--- config.mk ---
export PLATFORM = sky130hd
export DESIGN_NAME = trap_ctrl
export DESIGN_NICKNAME = d
export VERILOG_FILES = /design/src/rtl/trap_ctrl.sv
export SDC_FILE = /design/constraint.sdc
export NUM_CORES = 1
export LEC_CHECK = 0
export ABC_AREA = 1
export BUFFER_PORTS_ARGS = -buffer_cell sky130_fd_sc_hd__buf_4
export CORE_MARGIN = 5
export CORE_UTILIZATION = 35
export DETAILED_ROUTE_END_ITERATION = 8
export GPL_TIMING_DRIVEN = 0
export RECOVER_POWER = 50
export SETUP_SLACK_MARGIN = 0.3
export SYNTH_ARGS = -nofsm -noshare
export SYNTH_HDL_FRONTEND = slang
export SYNTH_SLANG_ARGS = --single-unit
--- constraint.sdc ---
create_clock -name clk -period 1.6 [get_ports clk]
set_clock_uncertainty 0.05 [all_clocks]
set_input_delay 0.16 -clock clk [delete_from_list [all_inputs] [get_ports clk]]
set_output_delay 0.16 -clock clk [all_outputs]
set_load 0.01 [all_outputs]
--- src/rtl/trap_ctrl.sv ---
// Machine-mode trap sequencer: owns mtime/mtimecmp, takes timer interrupts, ecall
// traps and mret, writing mepc/mcause/mstatus one per cycle before redirecting the PC.
module trap_ctrl #(
  parameter int                XLEN         = 64,
  parameter int                MTIME_DIV    = 1,
  parameter logic [XLEN-1:0]   MTIMECMP_RST = {XLEN{1'b1}}
) (
  input  logic            clk,
  input  logic            rst,
  input  logic            inst_valid,
  input  logic [XLEN-1:0] pc,
  input  logic            is_ecall,
  input  logic            is_mret,
  input  logic [XLEN-1:0] mstatus_in,
  input  logic            mie_mtie,
  input  logic [XLEN-1:0] mtvec_in,
  input  logic [XLEN-1:0] mepc_in,
  input  logic            mtimecmp_wen,
  input  logic [XLEN-1:0] mtimecmp_wdata,
  output logic            stall,
  output logic            redirect,
  output logic [XLEN-1:0] redirect_pc,
  output logic            csr_wen,
  output logic [11:0]     csr_waddr,
  output logic [XLEN-1:0] csr_wdata,
  output logic [XLEN-1:0] mtime,
  output logic            mtip
);

  localparam logic [2:0] IDLE    = 3'd0;
  localparam logic [2:0] EPC     = 3'd1;
  localparam logic [2:0] CAUSE   = 3'd2;
  localparam logic [2:0] STATUS  = 3'd3;
  localparam logic [2:0] MRET_ST = 3'd4;
  localparam logic [2:0] JUMP    = 3'd5;

  localparam int              PW          = (MTIME_DIV > 1) ? $clog2(MTIME_DIV) : 1;
  localparam logic [PW-1:0]   PRE_MAX     = PW'(MTIME_DIV - 1);
  localparam logic [XLEN-1:0] CAUSE_IRQ   = {1'b1, {(XLEN-4){1'b0}}, 3'd7};
  localparam logic [XLEN-1:0] CAUSE_ECALL = XLEN'(11);

  logic [2:0]      state_q, state_d;
  logic [XLEN-1:0] saved_pc_q, saved_pc_d;
  logic [XLEN-1:0] saved_cause_q, saved_cause_d;
  logic [XLEN-1:0] target_q, target_d;
  logic [PW-1:0]   prescaler_q;
  logic [XLEN-1:0] mtime_q, mtimecmp_q;
  logic            mtip_q;
  logic            irq;

  assign irq   = mtip_q & mie_mtie & mstatus_in[3];
  assign mtime = mtime_q;
  assign mtip  = mtip_q;

  always_comb begin
    state_d       = state_q;
    saved_pc_d    = saved_pc_q;
    saved_cause_d = saved_cause_q;
    target_d      = target_q;
    stall         = 1'b0;
    redirect      = 1'b0;
    redirect_pc   = '0;
    csr_wen       = 1'b0;
    csr_waddr     = 12'h000;
    csr_wdata     = '0;
    case (state_q)
      IDLE: begin
        // Interrupt outranks ecall, which in turn outranks mret.
        if (inst_valid) begin
          if (irq) begin
            saved_pc_d    = pc;
            saved_cause_d = CAUSE_IRQ;
            state_d       = EPC;
            stall         = 1'b1;
          end else if (is_ecall) begin
            saved_pc_d    = pc;
            saved_cause_d = CAUSE_ECALL;
            state_d       = EPC;
            stall         = 1'b1;
          end else if (is_mret) begin
            state_d       = MRET_ST;
            stall         = 1'b1;
          end
        end
      end
      EPC: begin
        stall     = 1'b1;
        csr_wen   = 1'b1;
        csr_waddr = 12'h341;
        csr_wdata = saved_pc_q;
        state_d   = CAUSE;
      end
      CAUSE: begin
        stall     = 1'b1;
        csr_wen   = 1'b1;
        csr_waddr = 12'h342;
        csr_wdata = saved_cause_q;
        state_d   = STATUS;
      end
      STATUS: begin
        stall            = 1'b1;
        csr_wen          = 1'b1;
        csr_waddr        = 12'h300;
        csr_wdata        = mstatus_in;
        csr_wdata[7]     = mstatus_in[3];
        csr_wdata[3]     = 1'b0;
        csr_wdata[12:11] = 2'b11;
        target_d         = mtvec_in & ~XLEN'(3);
        state_d          = JUMP;
      end
      MRET_ST: begin
        stall            = 1'b1;
        csr_wen          = 1'b1;
        csr_waddr        = 12'h300;
        csr_wdata        = mstatus_in;
        csr_wdata[3]     = mstatus_in[7];
        csr_wdata[7]     = 1'b1;
        csr_wdata[12:11] = 2'b11;
        target_d         = mepc_in;
        state_d          = JUMP;
      end
      JUMP: begin
        stall       = 1'b1;
        redirect    = 1'b1;
        redirect_pc = target_q;
        state_d     = IDLE;
      end
      default: state_d = IDLE;
    endcase
  end

  always_ff @(posedge clk) begin
    if (rst) begin
      state_q       <= IDLE;
      saved_pc_q    <= '0;
      saved_cause_q <= '0;
      target_q      <= '0;
    end else begin
      state_q       <= state_d;
      saved_pc_q    <= saved_pc_d;
      saved_cause_q <= saved_cause_d;
      target_q      <= target_d;
    end
  end

  // mtip compares the pre-update register values, so it lags mtime by one cycle.
  always_ff @(posedge clk) begin
    if (rst) begin
      prescaler_q <= '0;
      mtime_q     <= '0;
      mtimecmp_q  <= MTIMECMP_RST;
      mtip_q      <= 1'b0;
    end else begin
      if (prescaler_q == PRE_MAX) begin
        prescaler_q <= '0;
        mtime_q     <= mtime_q + XLEN'(1);
      end else begin
        prescaler_q <= prescaler_q + PW'(1);
      end
      if (mtimecmp_wen)
        mtimecmp_q <= mtimecmp_wdata;
      mtip_q <= (mtime_q >= mtimecmp_q);
    end
  end

endmodule

; After elaboration in Yosys (flattened, before gate mapping)
; Cells that the tools add are included.
[word_totals]
regBits = 325
in_bits = 327
out_inout_bits = 208
elab_cells = 50
[classes]
addsub = 2
order_cmp = 1
eq_ne = 7
muxes = 20
bitwise = 3
n_reduce_logical = 9
[ops]
columns = cell, count
row1 = $mux 64, 5
row2 = $pmux 64 s4, 1
row3 = $pmux 64 s2, 1
row4 = $add 64x1->64 const B, 1
row5 = $ge 64x64->1, 1
row6 = $pmux 10 s3, 1
row7 = $mux 3, 4
row8 = $pmux 3 s4, 1
row9 = $eq 3x2->1 const B, 2
row10 = $eq 3x3->1 const B, 2
row11 = $mux 1, 6
row12 = $reduce_or 5->1, 1
row13 = $ne 4x4->1 const B, 1
row14 = $reduce_bool 2->1, 2
row15 = $reduce_or 2->1, 2
row16 = $reduce_or 4->1, 1
row17 = $eq 3x1->1 const B, 1
row18 = $logic_not 3->1, 1
row19 = $reduce_and 3->1, 1
row20 = $and 1x1->1, 2
row21 = $ne 2x2->1 const B, 1
row22 = $pmux 1 s2, 1
row23 = $reduce_and 2->1, 1
row24 = $add 1x1->1 const B, 1
row25 = $not 1->1, 1

; Depth between registers and ports, before layout
[logic_depth]
ltp_word = 5
depth_mapped = 15
depth_no_buf = 15

; Worst setup path after synthesis
; Ideal clock, no wire load.
[synth_path]
path_type = reg-to-reg
startpoint = register mtime_q[1] (netlist: mtime[1])
endpoint = register mtime_q[30] (netlist: mtime[30])
setup_time_ps = 116
t_arrival_ps = 1619
required_ps = 1434
slack_ps = -184
stages_incl_launch_ff = 11
path_buffers = 0
period_less_slack_ps = 1784
path_cell_list = dfxtp_1 ha_1 nand3_2 nor2_4 nand2_2 nor2_8 nand2_2 nor2_2 nand3_1 o21ai_0 nor2_1
[synth_between]
elab_chain_cells = 1
[synth_rtl]
columns = element, line_no
row1 = "start, declared", 47  ; logic [XLEN-1:0] mtime_q, mtimecmp_q;
row2 = "start signal, assigned", 156  ; mtime_q <= mtime_q + XLEN'(1);
row3 = $add 64x1->64, 156
; No other way between the ends.
; A chain may end at the register's enable or synchronous reset.

; Final worst setup path
[layout_path]
startpoint = register state_q[0]
endpoint = output csr_wdata[1]
[layout_between]
elab_chain_cells = 2
elab_cells_between_ends = 5
cone_classes = eq/ne: 4 / mux: 1
[layout_rtl]
columns = element, line_no
row1 = "start, declared", 42  ; logic [2:0] state_q, state_d;
row2 = "start signal, assigned", 139  ; state_q <= state_d;
row3 = $eq 3x3->1 (tied with other cells), 66  ; case (state_q)
row4 = $pmux 64 s4 (*), 66
row5 = "end, declared", 25  ; output logic [XLEN-1:0] csr_wdata,
; Every way passes the cells marked *; elsewhere a longest branch is shown, timed or not.

==> results.cfg <==
[worst_setup_path]
path_buf_inv = 5
crit_cells = 8
r2r_start = mtime[10]$_SDFFE_PP0N_
required_ps = 1390
path_delay_family = buffers and inverters
cp_cell_sequence = inv_2 > or2_4 > nor2_4 > inv_2 > buf_12 > clkbuf_16 > o211ai_1 > buf_4
endpoint_kind = output pin
critPathMostFrequentCell = inv_2
worstPathArrival_ps = 2060
startpoint_type = flop
r2r_end = mtime[39]$_SDFFE_PP0N_
worstSetupPathType = reg -> out
cp_slowest_stage_delay_ps = 360
cp_slowest_cell = dfxtp_2
crit_fanout = 8
r2r_cells = 7
reg2reg_slack_ps = -340

[synth]
synth_largest_area_cell = dfxtp_1
synth_top_area_share_pct = 37.98
synth_area_sq_um = 13920
synth_seq_cells = 264
yosysWarnings = 0
ys_seq_area_share_pct = 37.98
synthTopCellsByArea = dfxtp_1, nand2_1, o21ai_0, inv_1, a21oi_1
syn_area_per_cell_sq_um = 6.752
synth_cell_types = 40
postSynthCellCount = 2061

[route]
vias = 18030
dr.pass1.iters = 5
wirelength_mm = 71.13
routedWlPerCell_um = 20.02
drtAntennaViolNets = 0
drc = 0
vias_per_cell = 5.075
dr.first_iter.drc_count = 1093

[run_status]
violations = negative hold slack, negative setup slack
status = finished with violations

[sta]
rsz0062_at_grt = yes
fmax_mhz = 441.5
tightest_slew_ps = 857.3
whs_ps = -18.00
setup_ws_ps = -665.1
relSlewSlack_pct = 42.85
setup_viol = 311
maxSlewViolCount = 0
fin_crit_sh_pct = 141.6
min_period_ps = 2265
hold_violations = 1

[worst_hold_path]
min_from = mie_mtie
whs_endpoint = state_q[2]$_SDFFE_PP0P_
hold_path.class = in -> reg
worstHoldPathCells = 4

[floorplan]
row_count = 73
io_pins = 535
fp.dieW_um = 209.4
die_area_sq_um = 43850
coreArea_sq_um = 39550
initial_core_util_pct = 35.19
die_y_um = 209.4

[placement]
dpl_cell_area_sq_um = 20370
place.gp.congestion = 0.9690
dp_hpwl_mm = 50.59
port_buffers = 521
placed_cells = 3114
post-place-ws_ps = -729.9

[global_routing]
grtUsageTotal_pct = 30.01
grt_pass1_vias = 17620
overflow = 0
grt_pass1_wl_mm = 104.0
antenna_found_initial = 7
grt_max_degree = 12

[finish]
area_growth_syn_to_layout_pct = 94.87
n_fill_cell = 3097
layout.cells.non_filler = 3553
fin_nets = 3392
post-route-util_pct = 68.57
layout-drive-gt1-share_pct = 39.96
final_area_sq_um = 27120

[pwr]
power_switching_uw = 7797
swShare_pct = 32.57
power_frac_comb_pct = 35.8
p_per_area_nw_per_um2 = 882.8
power.internal_uw = 16140
ir_drop_mv = 0.6802
pwr-share-clk_pct = 32.5
seqPwrFrac_pct = 31.7
p_leak_uw = 0.01197

[cts]
clock_latency_ps = 520
h-tree-depth = 2
cts_tree = yes
cts_buffer_depth = 3
cts_buffers = 34
cts_root_buf = clkbuf_16
cts_hold_buffers = 256
path_clk_slew_ps = 60
clock_sinks = 264

[flow_run]
drv_cap = 0
==> cells in the mapped netlist, drive strengths merged <==
cell type and instances:
a21o 3, xnor2 5, inv 302, nand2 413, nand3 50, nor2 210
or2 2, o221ai 1, a31oi 65, ha 65, o21a 2, conb 1
dfxtp 264, nand4 28, nor3b 4, nand3b 3, nor3 30, o21ai 276
o211ai 5, nor4 2, a21oi 198, buf 32, xor2 12, clkbuf 81
o311ai 1, and2 2, and3 4
==> area by class of cell <==
cell class	count	area [sq um]	share of cell area, %
inverters	302	1156	4.263
repair buffers	896	8324	30.70
plain buffers	113	1095	4.037
well taps	525	656.9	2.422
flip-flops and latches	264	5398	19.90
clock buffers	56	1117	4.120
clock inverters	3	15.01	0.05537
multi-input cells	1389	9343	34.45
diodes	5	12.51	0.04614
==> placed cells by master (no fill, tap or decap), drive strengths merged, types with 8 or more instances in the layout <==
cell type	count
nor3	30
dlygate4sd3	256
inv	302
clkbuf	144
nand2	413
nand4	28
conb	8
nor2	210
dfxtp	264
a31oi	65
o21ai	276
ha	65
a21oi	198
nand3	50
xor2	12
buf	664
==> power groups by stage <==
stage,logic [uW],registers [uW],clock network [uW]
finish,8570,7600,7770
global placement,6000,7700,0
detailed placement,6070,7720,0
floorplan,3780,7650,0
global route,9060,7660,8180
CTS,8120,7570,7910
==> tightest hold or removal path, delay by kind of cell <==
family / cells / cell delay, ps
compound gates: 1 / 60
buf+inv: 1 / 100
simple gates: 2 / 190
==> cell families after synthesis <==
family                   share of synthesized area, %
AO/OA/AOI/OAI                                   20.63
XOR/XNOR                                        1.070
adder cells (fa/ha/maj)                         5.844
other                                         0.02695
AND/OR/NAND/NOR                                 22.85
flip-flops                                      37.98
buffers and inverters                           11.60
==> sequential cells by signal, indices dropped and copies added, names as in the netlist <==
register       count
mtime             64
mtimecmp_q        64
saved_pc_q        64
target_q          64
saved_cause_q      3
state_q            3
mtip               1
prescaler_q        1
==> metrics by stage <==
stage	TNS, ps	power [uW]
finish	-99830	23940
global route	-126390	24900
CTS	-96800	23610
detailed placement	-143660	13790
global placement	-141020	13690
floorplan	-56.81	11430
==> worst max-delay path by stage <==
stage,from,to
after global routing,state_q[0]$_SDFFE_PP0P_,csr_wdata[1]
after global placement,rst,saved_pc_q[60]$_SDFFE_PP0P_
after detailed placement,rst,saved_pc_q[55]$_SDFFE_PP0P_
after CTS,state_q[0]$_SDFFE_PP0P_,csr_wdata[1]
after floorplan,mtime[1]$_SDFFE_PP0N_,mtime[30]$_SDFFE_PP0N_
final,state_q[0]$_SDFFE_PP0P_,csr_wdata[1]
==> routing by layer <==
metal	vias to the layer above	global-route usage, %	routed length (um)	share of wire, %
met1	8549	35.39	27010	38
met2	701	52.62	35320	50
met4	4	13.61	3857	5.4
met5	-	0	26	0.037
met3	193	5.949	4911	6.9
li1	8586	-	-	-
==> what timing repair did <==
item                                   CTS  global route
cloned                                  18             1
pin swaps                               45            71
setup buffers                           51            49
setup endpoints to repair              413           414
endpoints found under the hold margin  193             1
resized for setup                      345           219
No activity file was read; power rests on OpenSTA's default activity.
